<file path="src/rtl/ps2_pkg.sv">
// Shared PS/2 definitions: transmit FSM states, frame length, common host commands
// and the odd-parity helper used when a byte is latched.
package ps2_pkg;

    typedef enum logic [2:0] {
        IDLE      = 3'd0,
        INHIBIT   = 3'd1,
        SEND      = 3'd2,
        ACK       = 3'd3,
        WAIT_IDLE = 3'd4
    } ps2_state_e;

    localparam int unsigned PS2_FRAME_EDGES = 11;

    localparam logic [7:0] PS2_CMD_SET_LEDS = 8'hED;
    localparam logic [7:0] PS2_CMD_ENABLE   = 8'hF4;
    localparam logic [7:0] PS2_CMD_RESET    = 8'hFF;

    function automatic logic odd_parity(input logic [7:0] data);
        return ~^data;
    endfunction

endpackage

</file>
<file path="src/rtl/ps2_sync.sv">
// Two-flop synchronizers for the raw PS/2 clock and data lines plus a falling-edge
// detector on the synchronized clock; shared by the host transmitter and receiver.
module ps2_sync (
    input  logic clk,
    input  logic rst_n,
    input  logic i_clk_raw,
    input  logic i_data_raw,
    output logic o_clk_sync,
    output logic o_data_sync,
    output logic o_clk_fall
);

    logic r_clk_meta;
    logic r_clk_sync;
    logic r_clk_prev;
    logic r_data_meta;
    logic r_data_sync;

    // Synchronizer chains; idle lines are high so reset to 1 to avoid a false edge.
    always_ff @(posedge clk or negedge rst_n) begin
        if (!rst_n) begin
            r_clk_meta  <= 1'b1;
            r_clk_sync  <= 1'b1;
            r_clk_prev  <= 1'b1;
            r_data_meta <= 1'b1;
            r_data_sync <= 1'b1;
        end else begin
            r_clk_meta  <= i_clk_raw;
            r_clk_sync  <= r_clk_meta;
            r_clk_prev  <= r_clk_sync;
            r_data_meta <= i_data_raw;
            r_data_sync <= r_data_meta;
        end
    end

    assign o_clk_sync  = r_clk_sync;
    assign o_data_sync = r_data_sync;
    assign o_clk_fall  = r_clk_prev & ~r_clk_sync;

endmodule

</file>
<file path="src/rtl/ps2_tx.sv">
// PS/2 host-to-device transmitter: inhibit, request-to-send, 11-edge frame, ack, idle.
// Define PS2_TX_ACK_CHECK_EN to turn a missing device ack into an err pulse.
module ps2_tx
    import ps2_pkg::*;
#(
    parameter int unsigned INHIBIT_CYCLES = 5000,
    parameter int unsigned TIMEOUT_CYCLES = 750000
) (
    input  logic       clk,
    input  logic       rst_n,
    input  logic [7:0] tx_data,
    input  logic       tx_valid,
    output logic       tx_ready,
    input  logic       ps2clk_in,
    input  logic       ps2data_in,
    output logic       ps2clk_oe,
    output logic       ps2data_oe,
    output logic       done,
    output logic       err
);

    localparam int unsigned INH_W = $clog2(INHIBIT_CYCLES + 1);
    localparam int unsigned TO_W  = $clog2(TIMEOUT_CYCLES + 1);
    localparam logic [INH_W-1:0] INH_LAST = INH_W'(INHIBIT_CYCLES - 1);
    localparam logic [INH_W-1:0] INH_ONE  = INH_W'(1);
    localparam logic [TO_W-1:0]  TO_LAST  = TO_W'(TIMEOUT_CYCLES - 1);
    localparam logic [TO_W-1:0]  TO_ONE   = TO_W'(1);
    localparam logic [3:0]       LAST_BIT_EDGE = 4'(PS2_FRAME_EDGES - 1);

    logic w_clk_s;
    logic w_data_s;
    logic w_clk_fall;

    ps2_state_e       r_state,    w_state_nxt;
    logic [INH_W-1:0] r_inh_cnt,  w_inh_cnt_nxt;
    logic [TO_W-1:0]  r_to_cnt,   w_to_cnt_nxt;
    logic [3:0]       r_edge_cnt, w_edge_cnt_nxt;
    logic [9:0]       r_shift,    w_shift_nxt;
    logic             r_clk_oe,   w_clk_oe_nxt;
    logic             r_data_oe,  w_data_oe_nxt;
    logic             r_done,     w_done_nxt;
    logic             r_err,      w_err_nxt;
    logic             r_tx_ready, w_tx_ready_nxt;
    logic [3:0]       w_edge_inc;
    logic             w_timeout;
`ifdef PS2_TX_ACK_CHECK_EN
    logic             r_ack,      w_ack_nxt;
`endif

    ps2_sync u_sync (
        .clk         (clk),
        .rst_n       (rst_n),
        .i_clk_raw   (ps2clk_in),
        .i_data_raw  (ps2data_in),
        .o_clk_sync  (w_clk_s),
        .o_data_sync (w_data_s),
        .o_clk_fall  (w_clk_fall)
    );

    assign w_edge_inc = r_edge_cnt + 4'd1;
    assign w_timeout  = ((r_state == SEND) || (r_state == ACK) || (r_state == WAIT_IDLE))
                        && (r_to_cnt == TO_LAST);

    // Next-state and next-output logic; outputs are registered so they track the state.
    always_comb begin
        w_state_nxt    = r_state;
        w_inh_cnt_nxt  = r_inh_cnt;
        w_to_cnt_nxt   = r_to_cnt;
        w_edge_cnt_nxt = r_edge_cnt;
        w_shift_nxt    = r_shift;
        w_clk_oe_nxt   = 1'b0;
        w_data_oe_nxt  = 1'b0;
        w_done_nxt     = 1'b0;
        w_err_nxt      = 1'b0;
`ifdef PS2_TX_ACK_CHECK_EN
        w_ack_nxt      = r_ack;
`endif
        if (w_timeout) begin
            w_state_nxt = IDLE;
            w_err_nxt   = 1'b1;
        end else begin
            case (r_state)
                IDLE: begin
                    if (tx_valid && r_tx_ready) begin
                        w_shift_nxt    = {1'b1, odd_parity(tx_data), tx_data};
                        w_inh_cnt_nxt  = {INH_W{1'b0}};
                        w_edge_cnt_nxt = 4'd0;
                        w_clk_oe_nxt   = 1'b1;
                        w_data_oe_nxt  = (INH_LAST == {INH_W{1'b0}});
                        w_state_nxt    = INHIBIT;
                    end else begin
                        w_state_nxt = IDLE;
                    end
                end
                INHIBIT: begin
                    if (r_inh_cnt == INH_LAST) begin
                        w_to_cnt_nxt  = {TO_W{1'b0}};
                        w_data_oe_nxt = 1'b1;
                        w_state_nxt   = SEND;
                    end else begin
                        w_inh_cnt_nxt = r_inh_cnt + INH_ONE;
                        w_clk_oe_nxt  = 1'b1;
                        w_data_oe_nxt = ((r_inh_cnt + INH_ONE) == INH_LAST);
                    end
                end
                SEND: begin
                    w_to_cnt_nxt  = r_to_cnt + TO_ONE;
                    w_data_oe_nxt = r_data_oe;
                    if (w_clk_fall) begin
                        // Shift order is data LSB first, then parity, then stop (1 = released).
                        w_edge_cnt_nxt = w_edge_inc;
                        w_data_oe_nxt  = ~r_shift[0];
                        w_shift_nxt    = {1'b0, r_shift[9:1]};
                        w_state_nxt    = (w_edge_inc == LAST_BIT_EDGE) ? ACK : SEND;
                    end else begin
                        w_state_nxt = SEND;
                    end
                end
                ACK: begin
                    w_to_cnt_nxt = r_to_cnt + TO_ONE;
                    if (w_clk_fall) begin
                        w_edge_cnt_nxt = w_edge_inc;
`ifdef PS2_TX_ACK_CHECK_EN
                        w_ack_nxt      = w_data_s;
`endif
                        w_state_nxt    = WAIT_IDLE;
                    end else begin
                        w_state_nxt = ACK;
                    end
                end
                WAIT_IDLE: begin
                    w_to_cnt_nxt = r_to_cnt + TO_ONE;
                    if (w_clk_s && w_data_s) begin
`ifdef PS2_TX_ACK_CHECK_EN
                        w_err_nxt  = r_ack;
                        w_done_nxt = ~r_ack;
`else
                        w_done_nxt = 1'b1;
`endif
                        w_state_nxt = IDLE;
                    end else begin
                        w_state_nxt = WAIT_IDLE;
                    end
                end
                default: begin
                    w_state_nxt = IDLE;
                end
            endcase
        end
        w_tx_ready_nxt = (w_state_nxt == IDLE);
    end

    // State, datapath and registered outputs; reset releases both lines at once.
    always_ff @(posedge clk or negedge rst_n) begin
        if (!rst_n) begin
            r_state    <= IDLE;
            r_inh_cnt  <= {INH_W{1'b0}};
            r_to_cnt   <= {TO_W{1'b0}};
            r_edge_cnt <= 4'd0;
            r_shift    <= 10'd0;
            r_clk_oe   <= 1'b0;
            r_data_oe  <= 1'b0;
            r_done     <= 1'b0;
            r_err      <= 1'b0;
            r_tx_ready <= 1'b1;
`ifdef PS2_TX_ACK_CHECK_EN
            r_ack      <= 1'b0;
`endif
        end else begin
            r_state    <= w_state_nxt;
            r_inh_cnt  <= w_inh_cnt_nxt;
            r_to_cnt   <= w_to_cnt_nxt;
            r_edge_cnt <= w_edge_cnt_nxt;
            r_shift    <= w_shift_nxt;
            r_clk_oe   <= w_clk_oe_nxt;
            r_data_oe  <= w_data_oe_nxt;
            r_done     <= w_done_nxt;
            r_err      <= w_err_nxt;
            r_tx_ready <= w_tx_ready_nxt;
`ifdef PS2_TX_ACK_CHECK_EN
            r_ack      <= w_ack_nxt;
`endif
        end
    end

    assign tx_ready   = r_tx_ready;
    assign ps2clk_oe  = r_clk_oe;
    assign ps2data_oe = r_data_oe;
    assign done       = r_done;
    assign err        = r_err;

endmodule

</file>
<file path="config.mk">
export PLATFORM = sky130hd
export DESIGN_NAME = ps2_tx
export DESIGN_NICKNAME = d
export VERILOG_FILES = /design/src/rtl/ps2_pkg.sv /design/src/rtl/ps2_sync.sv /design/src/rtl/ps2_tx.sv
export SDC_FILE = /design/constraint.sdc
export NUM_CORES = 1
export LEC_CHECK = 0
export BUFFER_PORTS_ARGS = -buffer_cell sky130_fd_sc_hd__buf_2
export CORE_MARGIN = 5
export CORE_UTILIZATION = 52
export DETAILED_ROUTE_END_ITERATION = 7
export MAX_ROUTING_LAYER = met4
export PLACE_DENSITY_LB_ADDON = 0.1
export SETUP_SLACK_MARGIN = 0.4
export SYNTH_ARGS = -nofsm -noshare
export SYNTH_HDL_FRONTEND = slang
export SYNTH_HIERARCHICAL = 1
export SYNTH_SLANG_ARGS = --single-unit
</file>
<file path="constraint.sdc">
create_clock -name clk -period 2.02 [get_ports clk]
set_input_delay 0.202 -clock clk [delete_from_list [all_inputs] [get_ports clk]]
set_output_delay 0.202 -clock clk [all_outputs]
set_load 0.02 [all_outputs]
</file>
==> results of run 1 <==
==> registers in the layout (all words and copies together) (netlist names) <==
signal / cells
r_inh_cnt: 13
r_state: 3
r_edge_cnt: 4
r_shift: 10
r_to_cnt: 20
err: 1
u_sync/o_data_sync: 1
u_sync/r_data_meta: 1
u_sync/o_clk_sync: 1
ps2clk_oe: 1
done: 1
u_sync/r_clk_prev: 1
tx_ready: 1
u_sync/r_clk_meta: 1
ps2data_oe: 1
==> where the power goes <==
| part | internal (mW) | switching [mW] |
|---|---|---|
| sequential | 1.35 | 0.146 |
| combinational | 0.506 | 0.683 |
| clock | 0.822 | 0.541 |
==> timing repair <==
| action | 4_1_cts | 5_1_grt |
|---|---|---|
| pin swaps | 20 | 40 |
| hold buffers | 3 | 0 |
| setup endpoints to repair | 54 | 55 |
| setup buffers | 12 | 17 |
| gates cloned | 5 | 4 |
| hold endpoints to repair | 56 | 0 |
| resized for setup | 41 | 114 |
==> critical path, delay by kind of cell (launching register included) <==
family	cells	cell delay, ps
AO/OA/AOI/OAI	2	470
XOR/XNOR	1	220
adder cells (fa/ha/maj)	1	150
buffers and inverters	1	150
flip-flops	1	410
AND/OR/NAND/NOR	2	520
==> metal layers <==
metal	vias to the layer above	GRT usage, %	wire length [µm]
met5	-	-	0
met4	0	7.82	257
met3	40	3.31	646
met2	169	34.1	5510
met1	1702	32.5	4600
li1	1563	-	-
==> area by class of cell <==
| class | instances | area (µm²) |
|---|---|---|
| clock inverters | 6 | 113 |
| flip-flops and latches | 60 | 1520 |
| well taps | 77 | 96.3 |
| multi-input cells | 273 | 2290 |
| repair inverters | 3 | 45.0 |
| inverters | 8 | 42.5 |
| repair buffers | 101 | 926 |
| fillers | 370 | 1230 |
| clock buffers | 10 | 128 |
==> logic make-up (layout without fill, tap and decap cells) <==
logic type                 count (synthesis)  count (layout)
and+or+nand+nor                          147             147
AOI/OAI and AO/OA                         97              98
DFF                                       60              60
buffers and inverters                     30             128
xor gates and xnor gates                  12              12
muxes                                     11              11
adders and majority gates                  5               5
==> synth_stat cells (all sizes together), types with 2 or more instances <==
master   instances  share of area (%)
clkbuf           5               0.55
nor4             3               0.55
nor2b            2               0.66
a21oi           22                3.5
and3            13                2.4
o2111ai          3                1.1
or4             15                3.3
dfrtp           54                 39
nor3b            2               0.58
a31oi            3               0.55
nand3           13                1.9
inv              8               0.87
a211oi           3               0.66
xnor2            9                2.3
a41oi            3               0.77
or3              4               0.73
and3b            2               0.51
nand2b           5               0.91
o21ai           34                5.0
xor2             3               0.77
dfstp            6                4.6
nor2            11                1.2
nand2           46                5.0
and2             2               0.40
or2              2               0.36
and4             3               0.77
o41ai            2               0.51
nand4           11                2.0
buf             16                3.8
nor3            10                2.1
o31ai           19                4.2
mux2i           11                3.2
ha               5                1.8
==> how the worst min path moves through the flow <==
| stage | to | start | depth (start not counted) | slack [ps] |
|---|---|---|---|---|
| detailed placement | r_to_cnt[19]$_DFFE_PN0P_ | rst_n | 2 | 240 |
| global placement | r_to_cnt[19]$_DFFE_PN0P_ | rst_n | 2 | 230 |
| global route | r_shift[4]$_DFFE_PN0P_ | tx_data[4] | 3 | 160 |
| finish | r_shift[0]$_DFFE_PN0P_ | tx_data[0] | 3 | 150 |
| CTS | r_shift[0]$_DFFE_PN0P_ | tx_data[0] | 3 | 180 |
| floorplan | done$_DFF_PN0_ | rst_n | 0 | -90 |
==> flow_summary.json, run 1 <==
{
  "post-route-util_pct": 80.8,
  "slowest_delay_ps": 410,
  "via_per_inst": 6.46,
  "timing.rr.end": "ps2data_oe$_DFFE_PN0P_",
  "synth-async-reset-ratio_pct": 100,
  "antenna_cells": 0,
  "fin_nets": 474,
  "cts_tree": "yes",
  "grt_max_degree": 61,
  "antenna_found_initial": 0,
  "gr-total-overflow": 0,
  "synth.avg_cell_area_um2": 9.49,
  "core_mm2": 0.00639,
  "placed_cell_area_mm2": 0.00394,
  "drc": 0,
  "finalHoldViolations": 0,
  "portBuffers": 17,
  "fin_crit_sh_pct": 100,
  "whs_ps": 150,
  "crit_chain": "ha_4 > buf_4 > nand3_2 > nor3_2 > xor2_1 > o2111ai_2 > a221oi_2",
  "layout_commonest_cell": "buf_4",
  "crit_arrival_ps": 2270,
  "drive_above_1_share_pct": 50.5,
  "grt_usage_pct": 23.1,
  "rr_worst_depth": 7,
  "synth-simple-area-share_pct": 24.3,
  "clock.fmax_ghz": 0.495,
  "start_util_pct": 53.8,
  "vias": 3474,
  "drt-wirelength-per-cell_um": 20.5,
  "yosys_warnings": 6,
  "crit_type": "reg2reg",
  "fin_skew_ps": 11.3,
  "ys_seq_elements": 60,
  "crit_fanout": 6,
  "grt_pass1_vias": 3144,
  "synth_compound_area_share_pct": 18.3,
  "synth_xor_area_share_pct": 3.06,
  "clock-root-buffer": "clkbuf_8",
  "area_growth_syn_to_layout_pct": 50.2,
  "syn-cell-area_mm2": 0.00343,
  "clock-sinks": 60,
  "rsz0062_at_grt": "true",
  "pre_cts_ws_ps": -53.1,
  "clk_path_buf_depth": 2,
  "drt_iter0_drc": 301,
  "synth_edf_count": 0,
  "die_w_um": 91.3,
  "crit_start": "r_inh_cnt[0]$_DFFE_PN0P_",
  "relSlewSlack_pct": 71.2,
  "setup_ws_ps": 0.622,
  "crit_path_start_kind": "flip-flop",
  "min_path_type": "in2reg",
  "final_cell_count_no_fill": 538,
  "reg2reg_from": "r_inh_cnt[0]$_DFFE_PN0P_",
  "io_pins": 18,
  "fin_area_mm2": 0.00516,
  "post-place-cells": 481,
  "grt_pass1_wl_um": 15400,
  "p_total_mw": 4.05,
  "mostFrequentLayoutCells": "buf_4, dfrtp_1, nand2_1",
  "clkLatencyLatePin_ps": 360,
  "required_ps": 2280,
  "cts_buffers": 9,
  "drtPass1Iterations": 5,
  "cp-end-kind": "flip-flop",
  "wl_um": 11000,
  "dieArea_mm2": 0.00833,
  "synth_ff_type": "dfrtp_1",
  "ys_seq_area_share_pct": 43.9,
  "synthAdderAreaFrac_pct": 1.82,
  "synth.area.mux_share_pct": 3.21,
  "yosys.cell_types.count": 57,
  "die_h_um": 91.3,
  "worst_pin_slew_ps": 428,
  "row_count": 29,
  "period_minus_slack_ps": 2020,
  "hpwl_um": 5350,
  "ff2ff_setup_slack_ps": 0.6,
  "fin_tns_setup_ps": 0,
  "maxCapViolations": 0,
  "htree_levels": 3,
  "cp_slowest_cell": "dfrtp_1",
  "slew_violations": 0,
  "gp_congestion": 0.884,
  "endpoint": "ps2data_oe$_DFFE_PN0P_",
  "max-vdd-ir-drop_mv": 0.796,
  "synth_top_family_by_area": "simple AND/OR/NAND/NOR gates",
  "cellLeakagePower_nw": 2.16,
  "path_clk_slew_ps": 80,
  "antenna_left": 0,
  "synth_cells": 362,
  "power_density_mw_per_mm2": 785,
  "synth_nets": 380,
  "status": "complete, no violations",
  "setup_viol": 0
}
(Power assumes the default switching activity.)
==> run 2, diff against run 1 <==
Settings changed: ABC_AREA set to 1, CELL_PAD_IN_SITES_DETAIL_PLACEMENT set to 0, CELL_PAD_IN_SITES_GLOBAL_PLACEMENT set to 1, CORE_UTILIZATION 52 to 41.
==> flow_summary.json, run 2 <==
{
  "status": "complete, no violations",
  "ys_seq_elements": 60,
  "grt_usage_pct": 17.0,
  "row_count": 34,
  "die_w_um": 104,
  "synthAdderAreaFrac_pct": 1.74,
  "via_per_inst": 4.97,
  "yosysMostFrequentCell": "nand2_1",
  "fillers": 850,
  "relSlewSlack_pct": 63.9,
  "synth_compound_area_share_pct": 9.75,
  "maxCapViolations": 0,
  "wl_um": 9090,
  "drt-wirelength-per-cell_um": 14.1,
  "max-vdd-ir-drop_mv": 0.386,
  "fin_crit_sh_pct": 85.1,
  "grt_pass1_wl_um": 14700,
  "clock-root-buffer": "clkbuf_8",
  "synth_top_family_by_area": "simple AND/OR/NAND/NOR gates",
  "syn-cell-area_mm2": 0.00359,
  "drtPass1Iterations": 5,
  "crit_path_start_kind": "flip-flop",
  "drt_iter0_drc": 130,
  "io_pins": 18,
  "ys_seq_area_share_pct": 42.0,
  "worst_pin_slew_ps": 541,
  "required_ps": 2250,
  "cts_tree": "yes",
  "synth_top_area_share_pct": 37.6,
  "intPower_mw": 1.82,
  "yosys_warnings": 6,
  "swShare_pct": 24.6,
  "rsz0062_at_grt": "true",
  "clk_path_buf_depth": 2,
  "cp-end-kind": "flip-flop",
  "start_util_pct": 41.6,
  "synthTopCellsByCount": "nand2_1, inv_1, dfrtp_1",
  "area_growth_syn_to_layout_pct": 27.7,
  "p_switching_uw": 594,
  "crit_arrival_ps": 1950,
  "clock-sinks": 60,
  "synth_edf_count": 0,
  "gp_congestion": 0.918,
  "clock.fmax_ghz": 0.582,
  "portBuffers": 17,
  "synth_cells": 470,
  "antenna_left": 0,
  "p_seq_share_pct": 50.1,
  "synthTopCellsByArea": "dfrtp_1, nand2_1, inv_1",
  "drc": 0,
  "path_clk_slew_ps": 80,
  "clkPwrFrac_pct": 45.8,
  "slew_violations": 0,
  "hpwl_um": 6260,
  "cellLeakagePower_nw": 2.18,
  "htree_levels": 3,
  "synth_nets": 488,
  "top_register": "r_to_cnt",
  "largest_reg_flops": 20,
  "largestRegisters": "r_to_cnt (20), r_inh_cnt (13), r_shift (10)",
  "min_path_type": "in2reg",
  "core_mm2": 0.00864,
  "finalHoldViolations": 0,
  "power_density_mw_per_mm2": 527,
  "fin_area_mm2": 0.00459,
  "crit_fanout": 8,
  "synth-async-reset-ratio_pct": 100,
  "antenna_cells": 0,
  "mostFrequentLayoutCells": "nand2_1, inv_1, dfrtp_1",
  "cts_buffers": 9,
  "die_h_um": 104,
  "fin_skew_ps": 8.20,
  "synth.avg_cell_area_um2": 7.64,
  "synth_ff_type": "dfrtp_1",
  "synth.area.mux_share_pct": 0,
  "dieArea_mm2": 0.0107,
  "yosys.cell_types.count": 33,
  "fin_nets": 548,
  "grt_max_degree": 32,
  "drive_above_1_share_pct": 29.7,
  "vias": 3197,
  "synth_xor_area_share_pct": 5.85,
  "period_minus_slack_ps": 1720,
  "synth_top_area_cell": "dfrtp_1",
  "p_total_mw": 2.42,
  "crit_type": "reg2reg",
  "setup_viol": 0,
  "layout_commonest_cell": "nand2_1",
  "fin_tns_setup_ps": 0,
  "synth-simple-area-share_pct": 32.1,
  "grt_pass1_vias": 3063,
  "antenna_found_initial": 0,
  "comb_power_share_pct": 4.1,
  "gr-total-overflow": 0,
  "placed_cell_area_mm2": 0.00385,
  "clkLatencyLatePin_ps": 340
}
[run 2: changes by cell type after synthesis, moves of 7 or more]
cell     change
nand2_1     +78
o21ai_2      +7
mux2i_1     -11
xor2_1      +12
nand3_1     +25
and3_1      -12
nor2_1      +30
or4_1       -15
inv_1       +50
o31ai_1     -18
a21oi_1     -20
o21ai_0      +7
[run 2: worst paths after layout]
check                                             start  slack (ps)  depth (start not counted)                           end
hold reg to reg            u_sync/r_data_meta$_DFF_PN1_         360                          0  u_sync/o_data_sync$_DFF_PN1_
setup / recovery                r_to_cnt[1]$_DFFE_PN0P_         300                         11        r_shift[7]$_DFFE_PN0P_
max in group asynchronous                         rst_n        1020                          3   u_sync/r_clk_prev$_DFF_PN1_
min in group asynchronous                         rst_n         370                          2      r_inh_cnt[6]$_DFFE_PN0P_
setup reg to reg                r_to_cnt[1]$_DFFE_PN0P_         300                         11        r_shift[7]$_DFFE_PN0P_
hold / removal                               tx_data[0]         220                          5        r_shift[0]$_DFFE_PN0P_
[run 2: kinds of logic (layout without fill, tap and decap cells)]
kind of cell    Yosys count  in the layout
simple gates            248            250
buf+inv                  71            134
compound gates           62             62
flops                    60             60
xor+xnor                 24             24
fa+ha+maj                 5              5
[run 2: what timing repair did]
item,CTS,global route
hold buffers,3,0
hold endpoints to repair,18,0
cloned,0,3
buffers inserted,11,12
gates resized for setup,20,61
pin swaps,7,16
endpoints found under the setup margin,48,47
[run 2: power by group through the flow]
stage / Clock [mW] / Combinational, mW / Sequential (mW)
6_report: 1.11 / 0.0994 / 1.21
5_1_grt: 1.19 / 0.115 / 1.21
4_1_cts: 1.14 / 0.0961 / 1.21
3_5_place_dp: 0 / 0.0912 / 1.23
3_3_place_gp: 0 / 0.0907 / 1.23
2_1_floorplan: 0 / 0.0367 / 1.23
[run 2: cell type report]
type,count,area [µm²],area share [%]
clock buffers,9,124,2.70
clock inverters,7,75.1,1.64
inverters,62,239,5.21
multi-input cells,341,2050,44.6
flip-flops and latches,60,1510,33.0
well taps,108,135,2.95
repair buffers,56,455,9.93
[run 2: through the flow]
stage | hold slack (ps) | setup WS [ps] | instances | utilization (%)
final | 223 | 301 | 643 | 53.1
after global routing | 247 | 226 | 643 | 53.1
after CTS | 189 | 355 | 628 | 49.1
after detailed placement | 212 | 98.7 | 598 | 44.6
after global placement | 217 | 144 | 598 | 44.6
after floorplan | -93.6 | 424 | 470 | -
[run 2: routing by layer]
layer | GRT usage [%] | vias to the layer above | part of all wire (%)
met5 | - | - | 0
met4 | 4.59 | 0 | 1.1
met3 | 3.48 | 9 | 4.4
met2 | 26.3 | 58 | 48
met1 | 22.6 | 1495 | 47
li1 | - | 1635 | -
[run 2: worst max-delay path, cell delays in order (launching register included)]
cell	delay (ps)
dfrtp_1	430
ha_4	170
inv_4	50
nor2_4	110
inv_2	60
nor3_4	220
nand2_4	140
nand2_4	120
nor2_4	50
clkbuf_16	160
nand2_4	50
o21ai_2	40
==> run 3, diff against run 2 <==
==> constraint.sdc (replaced) <==
create_clock -name clk -period 2.02 [get_ports clk]
set_input_delay 0.101 -clock clk [delete_from_list [all_inputs] [get_ports clk]]
set_output_delay 0.101 -clock clk [all_outputs]
set_load 0.02 [all_outputs]
==> flow_summary.json, run 3 (synthesis results as in run 2) <==
{
  "slew_violations": 0,
  "gr-total-overflow": 0,
  "fin_nets": 544,
  "multi_input_area_mm2": 0.00199,
  "drc": 0,
  "drtPass1Iterations": 4,
  "row_count": 34,
  "grt_usage_pct": 17.7,
  "ff_latch_area_mm2": 0.00152,
  "maxCapViolations": 0,
  "crit_path_start_kind": "flip-flop",
  "grt_max_degree": 35,
  "min_path_type": "in2reg",
  "endpoint": "r_shift[7]$_DFFE_PN0P_",
  "rr_worst_depth": 11,
  "hpwl_um": 6180,
  "fin_crit_sh_pct": 82.5,
  "period_minus_slack_ps": 1670,
  "via_per_inst": 4.99,
  "crit_arrival_ps": 1890,
  "drive_above_1_share_pct": 29.9,
  "clock-sinks": 60,
  "crit_fanout": 8,
  "area_growth_syn_to_layout_pct": 25.9,
  "antenna_left": 0,
  "worst_pin_slew_ps": 638,
  "htree_levels": 3,
  "whs_ps": 123,
  "relSlewSlack_pct": 57.4,
  "start_util_pct": 41.6,
  "crit_type": "reg2reg",
  "grt_pass1_wl_um": 15400,
  "drt-wirelength-per-cell_um": 14.0,
  "required_ps": 2250,
  "clkLatencyLatePin_ps": 340,
  "rsz0062_at_grt": "true",
  "p_total_mw": 2.45,
  "mostFrequentLayoutCells": "nand2_1, inv_1, dfrtp_1",
  "dieArea_mm2": 0.0107,
  "io_pins": 18,
  "layout_commonest_cell": "nand2_1",
  "cp-end-kind": "flip-flop",
  "drt_iter0_drc": 126,
  "largest_reg_flops": 20,
  "portBuffers": 17,
  "die_w_um": 104,
  "fin_skew_ps": 12.7,
  "antenna_cells": 0,
  "reg2reg_from": "r_to_cnt[0]$_DFFE_PN0P_",
  "grt_pass1_vias": 3172,
  "wl_um": 8950,
  "antenna_found_initial": 0,
  "setup_viol": 0,
  "vias": 3187,
  "clk_path_buf_depth": 2,
  "ff2ff_setup_slack_ps": 350,
  "max-vdd-ir-drop_mv": 0.252,
  "cts_tree": "yes",
  "cts_buffers": 9,
  "gp_congestion": 0.866,
  "timing.rr.end": "r_shift[7]$_DFFE_PN0P_",
  "top_register": "r_to_cnt",
  "path_clk_slew_ps": 70,
  "cellLeakagePower_nw": 2.12,
  "clock-root-buffer": "clkbuf_8",
  "clock.fmax_ghz": 0.600,
  "die_h_um": 104,
  "fillers": 861,
  "finalHoldViolations": 0,
  "fin_tns_setup_ps": 0,
  "core_mm2": 0.00864,
  "power_density_mw_per_mm2": 542,
  "crit_start": "r_to_cnt[0]$_DFFE_PN0P_",
  "largestRegisters": "r_to_cnt (20), r_inh_cnt (13), r_shift (10)",
  "status": "complete, no violations"
}
==> run 3: cell types whose count changed in the layout (fill, tap and decap cells not counted), moves of 2 or more <==
cell,previous run,this run
o21ai_0,30,38
o21ai_1,14,8
inv_1,53,49
buf_4,28,25
nand2_1,105,108
nand2_4,12,9
nor2_1,32,29
nor2_2,9,12
dfrtp_1,51,49
dfrtp_2,3,5
inv_2,7,9
inv_4,1,3
o21ai_2,9,7
==> run 3: final cells by class <==
type | instances | area share (%)
Clock inverter | 6 | 1.55
Clock buffer | 10 | 3.04
Sequential cell | 60 | 33.5
Inverter | 62 | 5.39
Multi-Input combinational cell | 340 | 44.0
Timing Repair Buffer | 53 | 9.57
Tap cell | 108 | 2.99
==> run 3: worst min path at each step <==
stage          startpoint  depth (start not counted)  slack (ps)                        to
6_report       tx_data[2]                          5         120    r_shift[2]$_DFFE_PN0P_
5_1_grt        tx_data[7]                          5         140    r_shift[7]$_DFFE_PN0P_
3_3_place_gp        rst_n                          1         170  r_inh_cnt[9]$_DFFE_PN0P_
3_5_place_dp        rst_n                          1         170       ps2clk_oe$_DFF_PN0_
4_1_cts        tx_data[3]                          5          90    r_shift[3]$_DFFE_PN0P_
2_1_floorplan       rst_n                          0        -190            done$_DFF_PN0_
==> run 3: worst max-delay path, stage by stage (launching register included) <==
cell       delay (ps)
dfrtp_1           410
ha_4              160
inv_4              50
nor2_4            110
inv_2              60
nor3_4            200
nand2_4           140
nand2_4           120
nor2_4             50
clkbuf_16         160
nand2_4            50
o21ai_2            40
==> run 3: layer usage <==
metal  up-vias  share of wire [%]  global-route usage [%]
li1       1625                  -                       -
met1      1500                 47                    23.3
met2        47                 48                    27.6
met3        15                3.1                    2.61
met4         0                1.5                    6.37
met5         -                  0                       -
==> run 3: timing repair <==
action,CTS,global route
gates resized for setup,26,47
hold buffers,3,0
gates cloned,1,1
setup buffers,16,6
pin swaps,3,21
endpoints found under the setup margin,45,45
endpoints found under the hold margin,28,0
==> run 3: metrics by stage <==
| stage | utilization (%) | cells | area (µm²) | setup slack (ps) |
|---|---|---|---|---|
| after floorplan | - | 470 | 3600 | 424 |
| after detailed placement | 44.4 | 596 | 3840 | 222 |
| after CTS | 49.9 | 632 | 4310 | 384 |
| after global placement | 44.4 | 596 | 3840 | 274 |
| after global routing | 52.4 | 639 | 4520 | 242 |
| final | 52.4 | 639 | 4520 | 354 |
==> run 3: where the power goes <==
part | switching, mW | total (mW) | internal [mW]
logic | 0.0568 | 0.0925 | 0.0357
clock network | 0.533 | 1.15 | 0.614
registers | 0.00187 | 1.21 | 1.21
